### config.mk
export PLATFORM = sky130hd
export DESIGN_NAME = h3_hash_unit_flat
export DESIGN_NICKNAME = d
export VERILOG_FILES = /design/src/rtl/h3_hash_unit_if.sv /design/src/rtl/h3_hash_unit.sv /design/src/flat_wrapper.sv
export SDC_FILE = /design/constraint.sdc
export NUM_CORES = 1
export LEC_CHECK = 0
export ABC_AREA = 1
export CORE_ASPECT_RATIO = 0.7
export CORE_MARGIN = 2
export CORE_UTILIZATION = 35
export CTS_CLUSTER_DIAMETER = 30
export DETAILED_ROUTE_END_ITERATION = 8
export PLACE_DENSITY = 0.7
export SLEW_MARGIN = 20
export SYNTH_ARGS = -nofsm -noshare
export SYNTH_HDL_FRONTEND = slang
export SYNTH_SLANG_ARGS = --single-unit
### constraint.sdc
create_clock -name clk -period 1.55 [get_ports clk]
set_input_delay 0.31 -clock clk [delete_from_list [all_inputs] [get_ports clk]]
set_output_delay 0.31 -clock clk [all_outputs]
set_load 0.02 [all_outputs]
### src/rtl/h3_hash_unit_if.sv
// Handshake and data bundle between a key source, h3_hash_unit and its consumer.
// The slave modport is the hash unit's view; the master modport drives it.
interface h3_hash_unit_if #(
    parameter int NUMBER_OF_TABLES = 4,
    parameter int HASH_ADR_WIDTH   = 5,
    parameter int KEY_WIDTH        = 6
);
    logic [NUMBER_OF_TABLES*HASH_ADR_WIDTH*KEY_WIDTH-1:0] matrixes_i;
    logic [KEY_WIDTH-1:0]                                 key_i;
    logic                                                 key_valid_i;
    logic                                                 key_ready_o;
    logic [NUMBER_OF_TABLES*HASH_ADR_WIDTH-1:0]           adr_o;
    logic [KEY_WIDTH-1:0]                                 key_o;
    logic                                                 adr_valid_o;
    logic                                                 adr_ready_i;

    modport slave (
        input  matrixes_i, key_i, key_valid_i, adr_ready_i,
        output key_ready_o, adr_o, key_o, adr_valid_o
    );

    modport master (
        output matrixes_i, key_i, key_valid_i, adr_ready_i,
        input  key_ready_o, adr_o, key_o, adr_valid_o
    );
endinterface

### src/rtl/h3_hash_unit.sv
// Pipelined H3 hash: one address per table, adr[i][j] = ^(key & row[i][j]).
// Define H3_HASH_SINGLE_STAGE_EN to drop the AND-product stage (1-cycle latency, capacity 1).
module h3_hash_unit #(
    parameter int NUMBER_OF_TABLES = 4,
    parameter int HASH_ADR_WIDTH   = 5,
    parameter int KEY_WIDTH        = 6
) (
    input  logic          clk,
    input  logic          reset_n,
    h3_hash_unit_if.slave bus
);
    localparam int ROWS = NUMBER_OF_TABLES * HASH_ADR_WIDTH;
    localparam int K    = KEY_WIDTH;

    // Row r = i*A + j lines up with both the matrix packing and the address packing.
    function automatic logic [ROWS*K-1:0] and_rows(input logic [K-1:0] key,
                                                   input logic [ROWS*K-1:0] mat);
        logic [ROWS*K-1:0] prod;
        prod = '0;
        for (int r = 0; r < ROWS; r++) begin
            prod[r*K +: K] = key & mat[r*K +: K];
        end
        return prod;
    endfunction

    function automatic logic [ROWS-1:0] xor_rows(input logic [ROWS*K-1:0] prod);
        logic [ROWS-1:0] adr;
        adr = '0;
        for (int r = 0; r < ROWS; r++) begin
            adr[r] = ^prod[r*K +: K];
        end
        return adr;
    endfunction

    logic            vld_p2;
    logic [ROWS-1:0] adr_p2;
    logic [K-1:0]    key_p2;
    logic            s2_adv;

    assign s2_adv = !vld_p2 || bus.adr_ready_i;

`ifdef H3_HASH_SINGLE_STAGE_EN
    assign bus.key_ready_o = s2_adv;

    // S2: hash computed straight from the input key and current matrix
    always_ff @(posedge clk or negedge reset_n) begin
        if (!reset_n) begin
            vld_p2 <= 1'b0;
            adr_p2 <= '0;
            key_p2 <= '0;
        end else if (s2_adv) begin
            vld_p2 <= bus.key_valid_i;
            if (bus.key_valid_i) begin
                adr_p2 <= xor_rows(and_rows(bus.key_i, bus.matrixes_i));
                key_p2 <= bus.key_i;
            end
        end
    end
`else
    logic              vld_p1;
    logic [ROWS*K-1:0] and_p1;
    logic [K-1:0]      key_p1;
    logic              s1_adv;

    assign s1_adv          = !vld_p1 || s2_adv;
    assign bus.key_ready_o = s1_adv;

    // S1: AND-products, the matrix is sampled here and travels with the key
    always_ff @(posedge clk or negedge reset_n) begin
        if (!reset_n) begin
            vld_p1 <= 1'b0;
            and_p1 <= '0;
            key_p1 <= '0;
        end else if (s1_adv) begin
            vld_p1 <= bus.key_valid_i;
            if (bus.key_valid_i) begin
                and_p1 <= and_rows(bus.key_i, bus.matrixes_i);
                key_p1 <= bus.key_i;
            end
        end
    end

    // S2: XOR-reduction; refills from S1 in the same cycle it drains
    always_ff @(posedge clk or negedge reset_n) begin
        if (!reset_n) begin
            vld_p2 <= 1'b0;
            adr_p2 <= '0;
            key_p2 <= '0;
        end else if (s2_adv) begin
            vld_p2 <= vld_p1;
            if (vld_p1) begin
                adr_p2 <= xor_rows(and_p1);
                key_p2 <= key_p1;
            end
        end
    end
`endif

    assign bus.adr_valid_o = vld_p2;
    assign bus.adr_o       = adr_p2;
    assign bus.key_o       = key_p2;
endmodule

### src/flat_wrapper.sv
// flat-port wrapper written by rule: the top's interface ports become plain ports
module h3_hash_unit_flat 
#(
    parameter int NUMBER_OF_TABLES = 4,
    parameter int HASH_ADR_WIDTH   = 5,
    parameter int KEY_WIDTH        = 6
)
  (clk, reset_n, bus_matrixes_i, bus_key_i, bus_key_valid_i, bus_adr_ready_i, bus_key_ready_o, bus_adr_o, bus_key_o, bus_adr_valid_o);
  h3_hash_unit_if #(.NUMBER_OF_TABLES(NUMBER_OF_TABLES), .HASH_ADR_WIDTH(HASH_ADR_WIDTH), .KEY_WIDTH(KEY_WIDTH)) bus_i ();
  input  logic clk;
  input  logic reset_n;
  input wire logic [$bits(bus_i.matrixes_i)-1:0] bus_matrixes_i;
  input wire logic [$bits(bus_i.key_i)-1:0] bus_key_i;
  input wire logic [$bits(bus_i.key_valid_i)-1:0] bus_key_valid_i;
  input wire logic [$bits(bus_i.adr_ready_i)-1:0] bus_adr_ready_i;
  output wire logic [$bits(bus_i.key_ready_o)-1:0] bus_key_ready_o;
  output wire logic [$bits(bus_i.adr_o)-1:0] bus_adr_o;
  output wire logic [$bits(bus_i.key_o)-1:0] bus_key_o;
  output wire logic [$bits(bus_i.adr_valid_o)-1:0] bus_adr_valid_o;
  assign bus_i.matrixes_i = bus_matrixes_i;
  assign bus_i.key_i = bus_key_i;
  assign bus_i.key_valid_i = bus_key_valid_i;
  assign bus_i.adr_ready_i = bus_adr_ready_i;
  assign bus_key_ready_o = bus_i.key_ready_o;
  assign bus_adr_o = bus_i.adr_o;
  assign bus_key_o = bus_i.key_o;
  assign bus_adr_valid_o = bus_i.adr_valid_o;
  h3_hash_unit #(.NUMBER_OF_TABLES(NUMBER_OF_TABLES), .HASH_ADR_WIDTH(HASH_ADR_WIDTH), .KEY_WIDTH(KEY_WIDTH)) u_core (.clk(clk), .reset_n(reset_n), .bus(bus_i));
endmodule
==> impl_metrics.json <==
{
  "fin_tns_setup_ns": 0,
  "path_delay_family": "flip-flops",
  "rows": 45,
  "path_max_fanout": 3,
  "dpl_cell_area_um2": 9820,
  "p_seq_frac": 0.403,
  "cts_buffers": 17,
  "routed_wl_um": 20600,
  "holdWs_ns": 0.380,
  "n_antenna_cell": 0,
  "pwr-share-comb": 0.273,
  "wl_per_cell_um": 13.7,
  "cpPeakStageDelay_ns": 0.43,
  "timing.critical_path.to": "bus_adr_valid_o",
  "powerDensity_nw_per_um2": 1230,
  "yosysTopAreaCellShare": 0.500,
  "clock_latency_ns": 0.42,
  "ys_ff_latch": 154,
  "maxSlewViolCount": 0,
  "area_growth_pct": 34.7,
  "fin_worst_skew_ns": 0.0172,
  "overflow": 0,
  "min_period_ns": 1.49,
  "num_io_pins": 158,
  "grt_max_degree": 70,
  "ys_seq_area_frac": 0.500,
  "avgViaCountPerCell": 4.64,
  "setup_viol": 0,
  "postCtsSetupBuffers": 0,
  "drive_gt1_frac": 0.0649,
  "r2r_start": "u_core.bus.adr_valid_o",
  "p_sw_w": 0.00432,
  "multi_input_area_um2": 3200,
  "r2r_setup_slack_ns": 0.13,
  "crit_path_start_kind": "flip-flop",
  "cts_root_buf": "clkbuf_16",
  "num_vias": 6961,
  "start_util": 0.356,
  "slowest_stage": "dfrtp_1",
  "ys_types": 16,
  "tightest_slew_ns": 0.471,
  "gp_congestion": 0.752,
  "clkSinkCount": 154,
  "drcViolationCount": 0,
  "max_freq_ghz": 0.669,
  "drt_iter0_markers": 462,
  "yosysWarnings": 0,
  "critPathBufInv": 1,
  "syn_area_per_cell_um2": 7.44,
  "fill_cells": 2099,
  "grt_pass1_vias": 6539,
  "crit_path_start": "u_core.bus.adr_valid_o",
  "clockBufferDepth": 2,
  "p_clk_frac": 0.324,
  "p_leak_nw": 5.20,
  "dp.cells": 1466,
  "hold_class": "primary input to async pin",
  "die_h_um": 128,
  "power.internal_w": 0.00847,
  "antenna_found_initial": 0,
  "yosys.area.top_type": "dfrtp_1",
  "dp_hpwl_um": 14500,
  "crit_cells": 1,
  "die_w_um": 181,
  "outcome": "complete, no violations",
  "synthesis.area_um2": 7710,
  "reg2reg_depth": 7,
  "synthCells": 1036,
  "final_nets": 1334,
  "crit_type": "flip-flop to primary output",
  "core-area_um2": 21600,
  "antenna_left": 0,
  "cts_max_level": 4,
  "hold_violations": 0,
  "cp.required_ns": 1.24,
  "design_area_um2": 10400,
  "ir_drop_mv": 0.718,
  "clkSlewWorstSetupHoldPaths_ns": 0.07,
  "cts_tree": "yes",
  "relSlewSlack": 0.685,
  "post-route-period-util": 0.964,
  "io_buffers": 157,
  "die_area_um2": 23200,
  "grt_usage": 0.185,
  "layout_setup_ws_ns": 0.0552,
  "path_cells": "clkdlybuf4s15_1",
  "final-instance-count-excl-fill": 1499,
  "p_sw_frac": 0.338,
  "synthTopCellsByArea": "dfrtp_1, nand2_1, nand3_1",
  "regArea_um2": 3850,
  "endpoint_kind": "primary output",
  "pre_cts_slack_ns": -0.241,
  "drv_cap": 0,
  "dr.pass1.iters": 7,
  "grt_pass1_wl_um": 33400,
  "r2r_end": "u_core.and_p1[68]",
  "crit_arrival_ns": 1.18,
  "grt_setup_unrepaired": "false",
  "syn_nets": 1166
}
==> layout by cell type, fill, tap and decap left out <==
cell               n
nand3_1          120
inv_4              1
nand2_4            1
buf_12            14
inv_8              1
o21ai_1           70
nand2_2            1
buf_6              1
inv_2              1
clkinvlp_4         2
nand3_4            1
inv_1            107
xor2_1            20
o21ai_0           56
dlygate4sd2_1     26
o21ai_2            6
clkbuf_8           2
clkbuf_16         17
buf_4             20
inv_6              4
clkinv_2           1
dfrtp_1          154
nand2_1          455
clkdlybuf4s15_1    1
bufinv_16          1
clkinv_4           4
dlygate4sd3_1      1
buf_2              1
clkdlybuf4s50_1  128
==> flip-flops by register name (all words and copies together) (netlist names) <==
| signal | flops |
|---|---|
| u_core.and_p1 | 120 |
| u_core.bus.adr_o | 20 |
| u_core.bus.key_o | 6 |
| u_core.key_p1 | 6 |
| u_core.bus.adr_valid_o | 1 |
| u_core.vld_p1 | 1 |
==> per-stage QoR <==
step / utilization / total power, W
finish: 0.480 / 0.0128
global route: 0.480 / 0.0136
CTS: 0.480 / 0.0130
detailed placement: 0.454 / 0.00896
global placement: 0.454 / 0.00886
floorplan: - / 0.00723
==> cells by family after synthesis <==
| group | synth area share |
|---|---|
| xor+xnor | 0.0227 |
| buf+inv | 0.0848 |
| flops | 0.500 |
| compound gates | 0.0887 |
| simple gates | 0.304 |
==> how the worst min path moves through the flow <==
| stage | cells past startpoint | endpoint | start | slack [ns] |
|---|---|---|---|---|
| 3_5_place_dp | 1 | u_core.and_p1[34] | reset_n | 0.26 |
| 4_1_cts | 2 | u_core.and_p1[34] | reset_n | 0.39 |
| 3_3_place_gp | 1 | u_core.and_p1[45] | reset_n | 0.25 |
| 2_1_floorplan | 0 | u_core.and_p1[0] | reset_n | 0.01 |
| 6_report | 2 | u_core.and_p1[34] | reset_n | 0.38 |
| 5_1_grt | 2 | u_core.and_p1[35] | reset_n | 0.40 |
==> synth_stat cells (all sizes together) <==
master	n
nand2	457
nand3	121
buf	27
inv	109
clkbuf	16
xor2	20
o21ai	132
dfrtp	154
==> layer usage <==
layer	routed length (um)	vias to the layer above	global-route usage
met4	259	0	0.0478
li1	-	3594	-
met5	0	-	0
met3	1070	16	0.0423
met2	8970	156	0.285
met1	10300	3195	0.262
==> worst reg2reg max path: stages (launching register included) <==
cell and delay (ns):
dfrtp_1 0.44, nand3_4 0.10, buf_4 0.12, nand2_4 0.06, inv_4 0.07, buf_12 0.25, nand3_1 0.20, o21ai_1 0.11
==> repair_timing <==
action / 4_1_cts / 5_1_grt
gates resized for setup: 30 / 2
endpoints found under the hold margin: 30 / 0
endpoints found under the setup margin: 28 / 2
hold buffers: 1 / 0
==> power groups by stage <==
stage,Combinational [W],Clock (W),Sequential (W)
CTS,0.00354,0.00427,0.00517
finish,0.00349,0.00414,0.00516
global placement,0.00364,0,0.00522
detailed placement,0.00373,0,0.00524
floorplan,0.00175,0,0.00548
global route,0.00393,0.00445,0.00525
==> final cells by class <==
class                           count  area share
Clock buffer                       19      0.0436
Clock inverter                     13      0.0127
Inverter                          109      0.0397
Multi-Input combinational cell    730       0.308
Sequential cell                   154       0.371
Tap cell                          282      0.0340
Timing Repair Buffer              192       0.190
Note: power is estimated with default switching activity, not from simulation.
